===== config.mk =====
export PLATFORM = sky130hd
export DESIGN_NAME = ula_arbitro
export DESIGN_NICKNAME = d
export VERILOG_FILES = /design/src/rtl/ula_arbitro.sv
export SDC_FILE = /design/constraint.sdc
export NUM_CORES = 1
export LEC_CHECK = 0
export BUFFER_PORTS_ARGS = -buffer_cell sky130_fd_sc_hd__buf_2
export CORE_ASPECT_RATIO = 1.75
export CORE_MARGIN = 5
export CORE_UTILIZATION = 30
export CTS_CLUSTER_DIAMETER = 120
export DETAILED_ROUTE_END_ITERATION = 8
export GPL_TIMING_DRIVEN = 0
export PLACE_DENSITY_LB_ADDON = 0.3
export SLEW_MARGIN = 40
export SYNTH_ARGS = -nofsm -noshare
export SYNTH_HDL_FRONTEND = slang
export SYNTH_SLANG_ARGS = --single-unit

===== constraint.sdc =====
create_clock -name clk -period 2 [get_ports clk]
set_input_delay 0.4 -clock clk [delete_from_list [all_inputs] [get_ports clk]]
set_output_delay 0.4 -clock clk [all_outputs]
set_load 0.05 [all_outputs]

===== src/rtl/ula_arbitro.sv =====
// Two-requester round-robin front end for a shared external ALU.
// One operation in flight at a time: grant in IDLE, one EXEC cycle, then hold the response in RESP.
module ula_arbitro #(
  parameter int WIDTH = 32
) (
  input  logic             clk,
  input  logic             rst,
  input  logic             req0_valid,
  output logic             req0_ready,
  input  logic [WIDTH-1:0] req0_a,
  input  logic [WIDTH-1:0] req0_b,
  input  logic [2:0]       req0_op,
  input  logic             req0_cin,
  input  logic             req1_valid,
  output logic             req1_ready,
  input  logic [WIDTH-1:0] req1_a,
  input  logic [WIDTH-1:0] req1_b,
  input  logic [2:0]       req1_op,
  input  logic             req1_cin,
  output logic [WIDTH-1:0] ula_a,
  output logic [WIDTH-1:0] ula_b,
  output logic [2:0]       ula_op_sel,
  output logic             ula_cin,
  output logic             ula_bin,
  input  logic [WIDTH-1:0] ula_resultado,
  input  logic             ula_cout,
  input  logic             ula_bout,
  output logic             rsp_valid,
  input  logic             rsp_ready,
  output logic             rsp_id,
  output logic [WIDTH-1:0] rsp_resultado,
  output logic             rsp_flag,
  output logic             busy,
  output logic [15:0]      ops_done
);

  localparam logic [2:0] OP_ADD = 3'b000;
  localparam logic [2:0] OP_SUB = 3'b001;

  typedef enum logic [1:0] {IDLE, EXEC, RESP} state_t;

  state_t           state_q, state_d;
  logic             prio_q, prio_d;
  logic [WIDTH-1:0] a_q, a_d, b_q, b_d;
  logic [2:0]       op_q, op_d;
  logic             cin_q, cin_d;
  logic             id_q, id_d;
  logic [WIDTH-1:0] rsp_res_q, rsp_res_d;
  logic             rsp_flag_q, rsp_flag_d;
  logic             rsp_id_q, rsp_id_d;
  logic             rsp_valid_q, rsp_valid_d;
  logic             busy_q, busy_d;
  logic [15:0]      ops_q, ops_d;
  logic             grant0, grant1;

  // Single valid wins outright; when both are valid the round-robin pointer decides.
  always_comb begin
    grant0 = (state_q == IDLE) && req0_valid && (!req1_valid || !prio_q);
    grant1 = (state_q == IDLE) && req1_valid && (!req0_valid || prio_q);
  end

  assign req0_ready    = grant0 && !rst;
  assign req1_ready    = grant1 && !rst;
  assign ula_a         = a_q;
  assign ula_b         = b_q;
  assign ula_op_sel    = op_q;
  assign ula_cin       = (op_q == OP_ADD) && cin_q;
  assign ula_bin       = (op_q == OP_SUB) && cin_q;
  assign rsp_valid     = rsp_valid_q;
  assign rsp_id        = rsp_id_q;
  assign rsp_resultado = rsp_res_q;
  assign rsp_flag      = rsp_flag_q;
  assign busy          = busy_q;
  assign ops_done      = ops_q;

  always_comb begin
    state_d     = state_q;
    prio_d      = prio_q;
    a_d         = a_q;
    b_d         = b_q;
    op_d        = op_q;
    cin_d       = cin_q;
    id_d        = id_q;
    rsp_res_d   = rsp_res_q;
    rsp_flag_d  = rsp_flag_q;
    rsp_id_d    = rsp_id_q;
    ops_d       = ops_q;
    case (state_q)
      IDLE: begin
        if (grant0) begin
          a_d     = req0_a;
          b_d     = req0_b;
          op_d    = req0_op;
          cin_d   = req0_cin;
          id_d    = 1'b0;
          prio_d  = 1'b1;
          state_d = EXEC;
        end else if (grant1) begin
          a_d     = req1_a;
          b_d     = req1_b;
          op_d    = req1_op;
          cin_d   = req1_cin;
          id_d    = 1'b1;
          prio_d  = 1'b0;
          state_d = EXEC;
        end
      end
      EXEC: begin
        rsp_res_d = ula_resultado;
        case (op_q)
          OP_ADD:  rsp_flag_d = ula_cout;
          OP_SUB:  rsp_flag_d = ula_bout;
          default: rsp_flag_d = 1'b0;
        endcase
        rsp_id_d = id_q;
        state_d  = RESP;
      end
      RESP: begin
        if (rsp_ready) begin
          ops_d   = ops_q + 16'd1;
          state_d = IDLE;
        end
      end
      default: state_d = IDLE;
    endcase
    rsp_valid_d = (state_d == RESP);
    busy_d      = (state_d != IDLE);
  end

  // Reset overrides any grant or handshake happening in the same cycle.
  always_ff @(posedge clk) begin
    if (rst) begin
      state_q     <= IDLE;
      prio_q      <= 1'b0;
      a_q         <= '0;
      b_q         <= '0;
      op_q        <= 3'b000;
      cin_q       <= 1'b0;
      id_q        <= 1'b0;
      rsp_res_q   <= '0;
      rsp_flag_q  <= 1'b0;
      rsp_id_q    <= 1'b0;
      rsp_valid_q <= 1'b0;
      busy_q      <= 1'b0;
      ops_q       <= 16'd0;
    end else begin
      state_q     <= state_d;
      prio_q      <= prio_d;
      a_q         <= a_d;
      b_q         <= b_d;
      op_q        <= op_d;
      cin_q       <= cin_d;
      id_q        <= id_d;
      rsp_res_q   <= rsp_res_d;
      rsp_flag_q  <= rsp_flag_d;
      rsp_id_q    <= rsp_id_d;
      rsp_valid_q <= rsp_valid_d;
      busy_q      <= busy_d;
      ops_q       <= ops_d;
    end
  end

endmodule

==> impl_metrics.env, run 1 <==
export IMPL_top_usage_layer="met2"
export IMPL_core_area_um2=16000
export IMPL_regArea_um2=2490
export IMPL_io_pins=298
export IMPL_gr_usage_met3_pct=5.69
export IMPL_grt_pass1_vias=5572
export IMPL_multi_input_comb_area_um2=2210
export IMPL_fin_skew_ns=0.0105
export IMPL_max_stage_delay_ns=0.46
export IMPL_worstSetupPathType="input port to primary output"
export IMPL_clk_latency_ns=0.41
export IMPL_vias=5364
export IMPL_grt_use_total_pct=18.7
export IMPL_postCtsHoldBufs=0
export IMPL_drive_gt1_share_pct=37.1
export IMPL_cts_buffers_inserted=17
export IMPL_drc_errors=0
export IMPL_crit_path_end_kind="primary output"
export IMPL_clock_sinks=124
export IMPL_drt_iter0_markers=170
export IMPL_clockPowerShare_pct=41.8
export IMPL_switching_share_pct=32.2
export IMPL_h_tree_depth=4
export IMPL_vias_per_cell=4.80
export IMPL_wl_mm=18.2
export IMPL_path_clk_slew_ns=0.06
export IMPL_die_x_um=106
export IMPL_dieHeight_um=178
export IMPL_area_growth_pct=49.7
export IMPL_ys_ff_latch=124
export IMPL_crit_chain="clkbuf_1 > clkbuf_4 > nor2_1 > buf_6"
export IMPL_grt_use_met1_pct=18.9
export IMPL_synth_nets=776
export IMPL_gr_total_overflow=0
export IMPL_seq_power_share_pct=35.5
export IMPL_p_int_uw=5300
export IMPL_worst_path_max_delay_cell="clkbuf_4"
export IMPL_synth_area_um2=4860
export IMPL_cts_buffer_depth=2
export IMPL_start_kind="input port"
export IMPL_globalplace_congestion=0.848
export IMPL_maxCapViolations=0
export IMPL_synth_simple_area_share_pct=21.7
export IMPL_start_util_pct=30.5
export IMPL_fp_row_count=61
export IMPL_status="finished clean"
export IMPL_leakage_uw=0.00336
export IMPL_hold_viol_final=0
export IMPL_synthXorXnorAreaFrac_pct=1.80
export IMPL_fmax_ghz=0.519
export IMPL_setup_tns_ns=0
export IMPL_ys_warn_count=0
export IMPL_dp_hpwl_mm=14.5
export IMPL_synth_top_family_by_area="simple AND/OR/NAND/NOR gates"
export IMPL_p_total_uw=7820
export IMPL_ys_types=34
export IMPL_antenna_found_initial=3
export IMPL_grt_max_degree=20
export IMPL_finalCritPeriodShare_pct=96.3
export IMPL_synth_edf_count=0
export IMPL_grt_pass1_wl_mm=27.8
export IMPL_fin_cells=1118
export IMPL_cts_tree="yes"
export IMPL_max_slew_margin_pct=51.7
export IMPL_routedWlPerCell_um=16.3
export IMPL_ant_nets=0
export IMPL_finalMaxSlewViolations=0
export IMPL_postSynthCellCount=600
export IMPL_powerDensity_nw_per_um2=1080
export IMPL_use_met2_pct=35.0
export IMPL_synthMuxAreaShare_pct=0.438
export IMPL_hp_class="input port to register"
export IMPL_layout_nets=1090
export IMPL_io_buffers=296
export IMPL_comb_power_share_pct=22.6
export IMPL_ys_seq_area_share_pct=51.1
export IMPL_setup_viol=0
export IMPL_postPlaceCellArea_um2=6580
export IMPL_postSynthAreaPerCell_um2=8.10
export IMPL_finalInstanceArea_um2=7270
export IMPL_switching_power_uw=2520
export IMPL_period_minus_slack_ns=1.93
export IMPL_synthArstFlopShare_pct=0
export IMPL_rsz0062_at_grt="yes"
export IMPL_synthAdderAreaFrac_pct=0.258
export IMPL_synth_compound_area_share_pct=20.4
export IMPL_fillers=1650
export IMPL_peakVddDrop_mv=0.537
export IMPL_die_area_um2=18900
export IMPL_cp_max_fo=19
export IMPL_cts_root_buf="clkbuf_16"
export IMPL_synth_flop_cell="dfxtp_1"
export IMPL_cp_arrival_ns=1.53
export IMPL_dp_cells=1085
export IMPL_cp_required_ns=1.60
export IMPL_dr_pass1_iters=4
export IMPL_tightest_slew_ns=0.724
-- cell usage after synthesis (2+ instances only) --
cell      instances  area (um2)
nand3_1           8        40.0
nor2_1           48         180
a22oi_1          39         293
xnor2_1           5        43.8
buf_1             3        11.3
clkbuf_1         41         154
or4_1             2        15.0
xor2_1            5        43.8
a21oi_1          81         405
dfxtp_1         124        2480
nand2_1         172         646
o21ai_0           3        15.0
nor3_1            3        15.0
nand2b_1          2        12.5
and3_1            6        37.5
o31ai_1           2        15.0
buf_2             5        25.0
a311oi_1         29         254
nand4_1           5        31.3
or3_1             3        18.8
-- kinds of logic (layout without fill, tap and decap cells) --
| logic type | after synthesis | count (layout) |
|---|---|---|
| compound gates | 156 | 156 |
| xor+xnor | 10 | 10 |
| fa+ha+maj | 1 | 1 |
| buf+inv | 52 | 379 |
| flops | 124 | 124 |
| mux | 2 | 2 |
| other cells | 0 | 2 |
| simple gates | 255 | 255 |
-- worst max-delay path: cells and delay by family --
family / cells / cell delay, ns
and+or+nand+nor: 1 / 0.10
buffers and inverters: 3 / 1.01
-- layout by cell type, fill, tap and decap left out, types with 4 or more instances in the layout --
| cell | Yosys | routed |
|---|---|---|
| a311oi_1 | 29 | 29 |
| nand4_1 | 5 | 5 |
| nor2_1 | 48 | 46 |
| xnor2_1 | 5 | 5 |
| a21oi_1 | 81 | 81 |
| xor2_1 | 5 | 5 |
| nand2_1 | 172 | 172 |
| nand3_1 | 8 | 6 |
| dfxtp_1 | 124 | 122 |
| clkbuf_1 | 41 | 40 |
| a22oi_1 | 39 | 39 |
| buf_2 | 5 | 299 |
| and3_1 | 6 | 6 |
| clkbuf_16 | 0 | 17 |
| bufinv_16 | 0 | 4 |
-- metrics by stage --
step	hold WS [ns]	worst slack, ns	util, %
after floorplan	0.432	-0.0423	-
after global placement	0.438	-0.642	41.2
after detailed placement	0.443	-0.682	41.2
after CTS	0.214	0.00294	45.6
after global routing	0.226	-0.00370	45.6
final	0.234	0.0731	45.6
-- power groups by stage --
stage	Clock [uW]	Combinational [uW]	Sequential, uW
2_1_floorplan	0	513	3500
3_5_place_dp	0	1770	2830
6_report	3270	1770	2780
3_3_place_gp	0	1760	2830
5_1_grt	3460	1900	2810
4_1_cts	3350	1800	2780
-- routing by layer --
layer,wire (um),up-vias
li1,-,2709
met1,6720,2393
met2,9590,224
met3,1330,36
met4,526,2
met5,20,-
-- final timing paths --
path	startpoint	to	slack, ns	depth (start not counted)
hold reg to reg	ula_b[13]$_SDFFE_PP0P_	ula_b[13]$_SDFFE_PP0P_	0.45	2
setup / recovery	rst	req0_ready	0.07	4
hold / removal	ula_resultado[18]	rsp_resultado[18]$_SDFFE_PP0N_	0.23	3
setup reg to reg	state_q[1]$_SDFF_PP0_	ula_b[2]$_SDFFE_PP0P_	0.16	6
-- state kept, by name, summed over array words and instances, names as in the netlist --
register / cells
ula_a: 32
rsp_flag: 1
prio_q: 1
ula_b: 32
id_q: 1
ops_done: 16
rsp_resultado: 32
ula_op_sel: 3
busy: 1
rsp_valid: 1
cin_q: 1
rsp_id: 1
state_q: 2
-- repair_timing --
item                       4_1_cts  5_1_grt
setup buffers                    1        1
resized for setup               20        3
setup endpoints to repair        2        1
pin swaps                        2        2
hold endpoints to repair         0        0
-- cell type report --
cell class	count	share of cell area [%]
Antenna cell	2	0.0688
Buffer	48	2.68
Clock buffer	21	6.33
Clock inverter	11	2.29
Inverter	1	0.0516
Multi-Input combinational cell	424	30.4
Sequential cell	124	34.2
Tap cell	189	3.25
Timing Repair Buffer	298	20.7
No activity file was read; power rests on OpenSTA's default activity.
==> run 2: changes to the inputs <==
- clock period: 2 -> 1.6 ns (I/O delays scaled with it)
==> run 2 against run 1 <==
Effect of this change: the run now ends with negative setup slack left; die area unchanged; clock skew up 0.0018 ns; hold slack worse by 0.081 ns; utilization up 1.6 points; sequential power up 25%; combinational power up 32%; global-route usage up 0.22 points; cell count up 0.36%; critical path type is now register to primary output; largest cell class unchanged.
==> impl_metrics.env, run 2 (synthesized netlist as in run 1, its figures left out) <==
export IMPL_multi_input_comb_area_um2=2320
export IMPL_path_buf_inv=2
export IMPL_dp_cells=1085
export IMPL_cp_max_fo=5
export IMPL_start_util_pct=30.5
export IMPL_violations="negative setup slack"
export IMPL_pre_cts_slack_ns=-0.686
export IMPL_mostFrequentLayoutCell="buf_2"
export IMPL_grt_pass1_wl_mm=27.8
export IMPL_hp_class="input port to register"
export IMPL_status="finished, violations left"
export IMPL_finalMaxSlewViolations=0
export IMPL_finalCritPeriodShare_pct=113
export IMPL_fin_cells=1122
export IMPL_r2r_start="state_q[0]$_SDFF_PP0_"
export IMPL_rr_worst_depth=6
export IMPL_start_kind="register"
export IMPL_die_x_um=106
export IMPL_max_slew_margin_pct=56.7
export IMPL_grt_use_total_pct=18.9
export IMPL_h_tree_depth=4
export IMPL_dr_pass1_iters=4
export IMPL_antenna_found_initial=2
export IMPL_worst_path_max_delay_cell="dfxtp_4"
export IMPL_die_area_um2=18900
export IMPL_hold_viol_final=0
export IMPL_ant_nets=0
export IMPL_gr_total_overflow=0
export IMPL_globalplace_congestion=0.832
export IMPL_io_pins=298
export IMPL_io_buffers=296
export IMPL_peakVddDrop_mv=0.558
export IMPL_setup_tns_ns=-0.402
export IMPL_drt_iter0_markers=135
export IMPL_drc_errors=0
export IMPL_worstSetupPathType="register to primary output"
export IMPL_worstSetupPathDepth=5
export IMPL_postCtsHoldBufs=0
export IMPL_maxCapViolations=0
export IMPL_dp_hpwl_mm=14.7
export IMPL_vias_per_cell=4.83
export IMPL_cp_top_family="simple AND/OR/NAND/NOR gates"
export IMPL_layout_nets=1096
export IMPL_cts_root_buf="clkbuf_16"
export IMPL_crit_path_end_kind="primary output"
export IMPL_core_area_um2=16000
export IMPL_cts_buffer_depth=2
export IMPL_max_stage_delay_ns=0.36
export IMPL_cts_buffers_inserted=17
export IMPL_cp_required_ns=1.28
export IMPL_tightest_slew_ns=0.650
export IMPL_path_clk_slew_ns=0.06
export IMPL_wl_mm=18.9
export IMPL_fin_skew_ns=0.0123
export IMPL_rsz0062_at_grt="yes"
export IMPL_startpoint="state_q[1]$_SDFF_PP0_"
export IMPL_area_growth_pct=54.9
export IMPL_vias=5423
export IMPL_p_total_uw=9430
export IMPL_cts_tree="yes"
export IMPL_regArea_um2=2510
export IMPL_clk_latency_ns=0.41
export IMPL_period_minus_slack_ns=1.80
export IMPL_fillers=1612
export IMPL_final_util_pct=47.2
export IMPL_grt_pass1_vias=5257
export IMPL_layout_setup_ws_ns=-0.202
export IMPL_r2r_slack_ns=0.04
export IMPL_fp_row_count=61
export IMPL_hold_start="ula_resultado[13]"
export IMPL_powerDensity_nw_per_um2=1250
export IMPL_clock_sinks=124
export IMPL_min_path_cells=3
export IMPL_fmax_ghz=0.555
export IMPL_dieHeight_um=178
export IMPL_drive_gt1_share_pct=44.0
export IMPL_crit_top_cell="nor2_4"
export IMPL_setup_viol=2
export IMPL_final_cell_mix="buf_2, nand2_1, dfxtp_1, a21oi_1, nor2_1"
export IMPL_leakage_uw=0.00347
export IMPL_cp_arrival_ns=1.48
export IMPL_grt_max_degree=17
export IMPL_crit_chain="nor2_4 > nand3_4 > clkbuf_16 > nor2_4 > buf_8"
export IMPL_routedWlPerCell_um=16.9
[run 2: repair_timing]
item	CTS	global route
buffers inserted	6	4
setup endpoints to repair	108	105
endpoints found under the hold margin	0	0
pin swaps	5	7
resized for setup	54	48
[run 2: metrics by stage]
step / cell area [um2] / hold slack [ns]
6_report: 7530 / 0.153
5_1_grt: 7520 / 0.145
4_1_cts: 7400 / 0.136
3_5_place_dp: 6630 / 0.443
3_3_place_gp: 6630 / 0.438
2_1_floorplan: 4910 / 0.432
[run 2: layout make-up]
class	count	area share, %
Clock inverter	13	1.60
Timing Repair Buffer	306	21.2
Clock buffer	18	5.83
Sequential cell	124	33.4
Inverter	1	0.0499
Tap cell	189	3.14
Buffer	46	3.99
Multi-Input combinational cell	424	30.8
Antenna cell	1	0.0332
[run 2: where the power goes]
part | switching, uW | total, uW | internal [uW] | leakage, uW
Clock | 1440 | 3610 | 2170 | 0.000265
Combinational | 1650 | 2340 | 689 | 0.00218
Sequential | 134 | 3480 | 3340 | 0.00103
Total | 3220 | 9430 | 6210 | 0.00347
[run 2: worst reg2reg max path, delay by kind of cell, from the launching register on]
family | cells | cell delay (ns)
AO/OA/AOI/OAI | 1 | 0.12
buffers and inverters | 2 | 0.29
flip-flops | 1 | 0.35
AND/OR/NAND/NOR | 3 | 0.75
[run 2: per-layer routing]
metal	share of wire [%]	routed length [um]	up-vias	GRT usage (%)
li1	-	-	2723	-
met1	37	7080	2462	20.4
met5	0.14	27	-	0
met4	1.9	353	4	6.59
met2	55	10300	207	35.7
met3	5.9	1120	27	4.53
[run 2: path summary, 6_finish.rpt]
kind,endpoint
hold reg to reg,ula_b[21]$_SDFFE_PP0P_
hold / removal,rsp_resultado[13]$_SDFFE_PP0N_
setup / recovery,req0_ready
setup reg to reg,ops_done[13]$_SDFFE_PP0P_
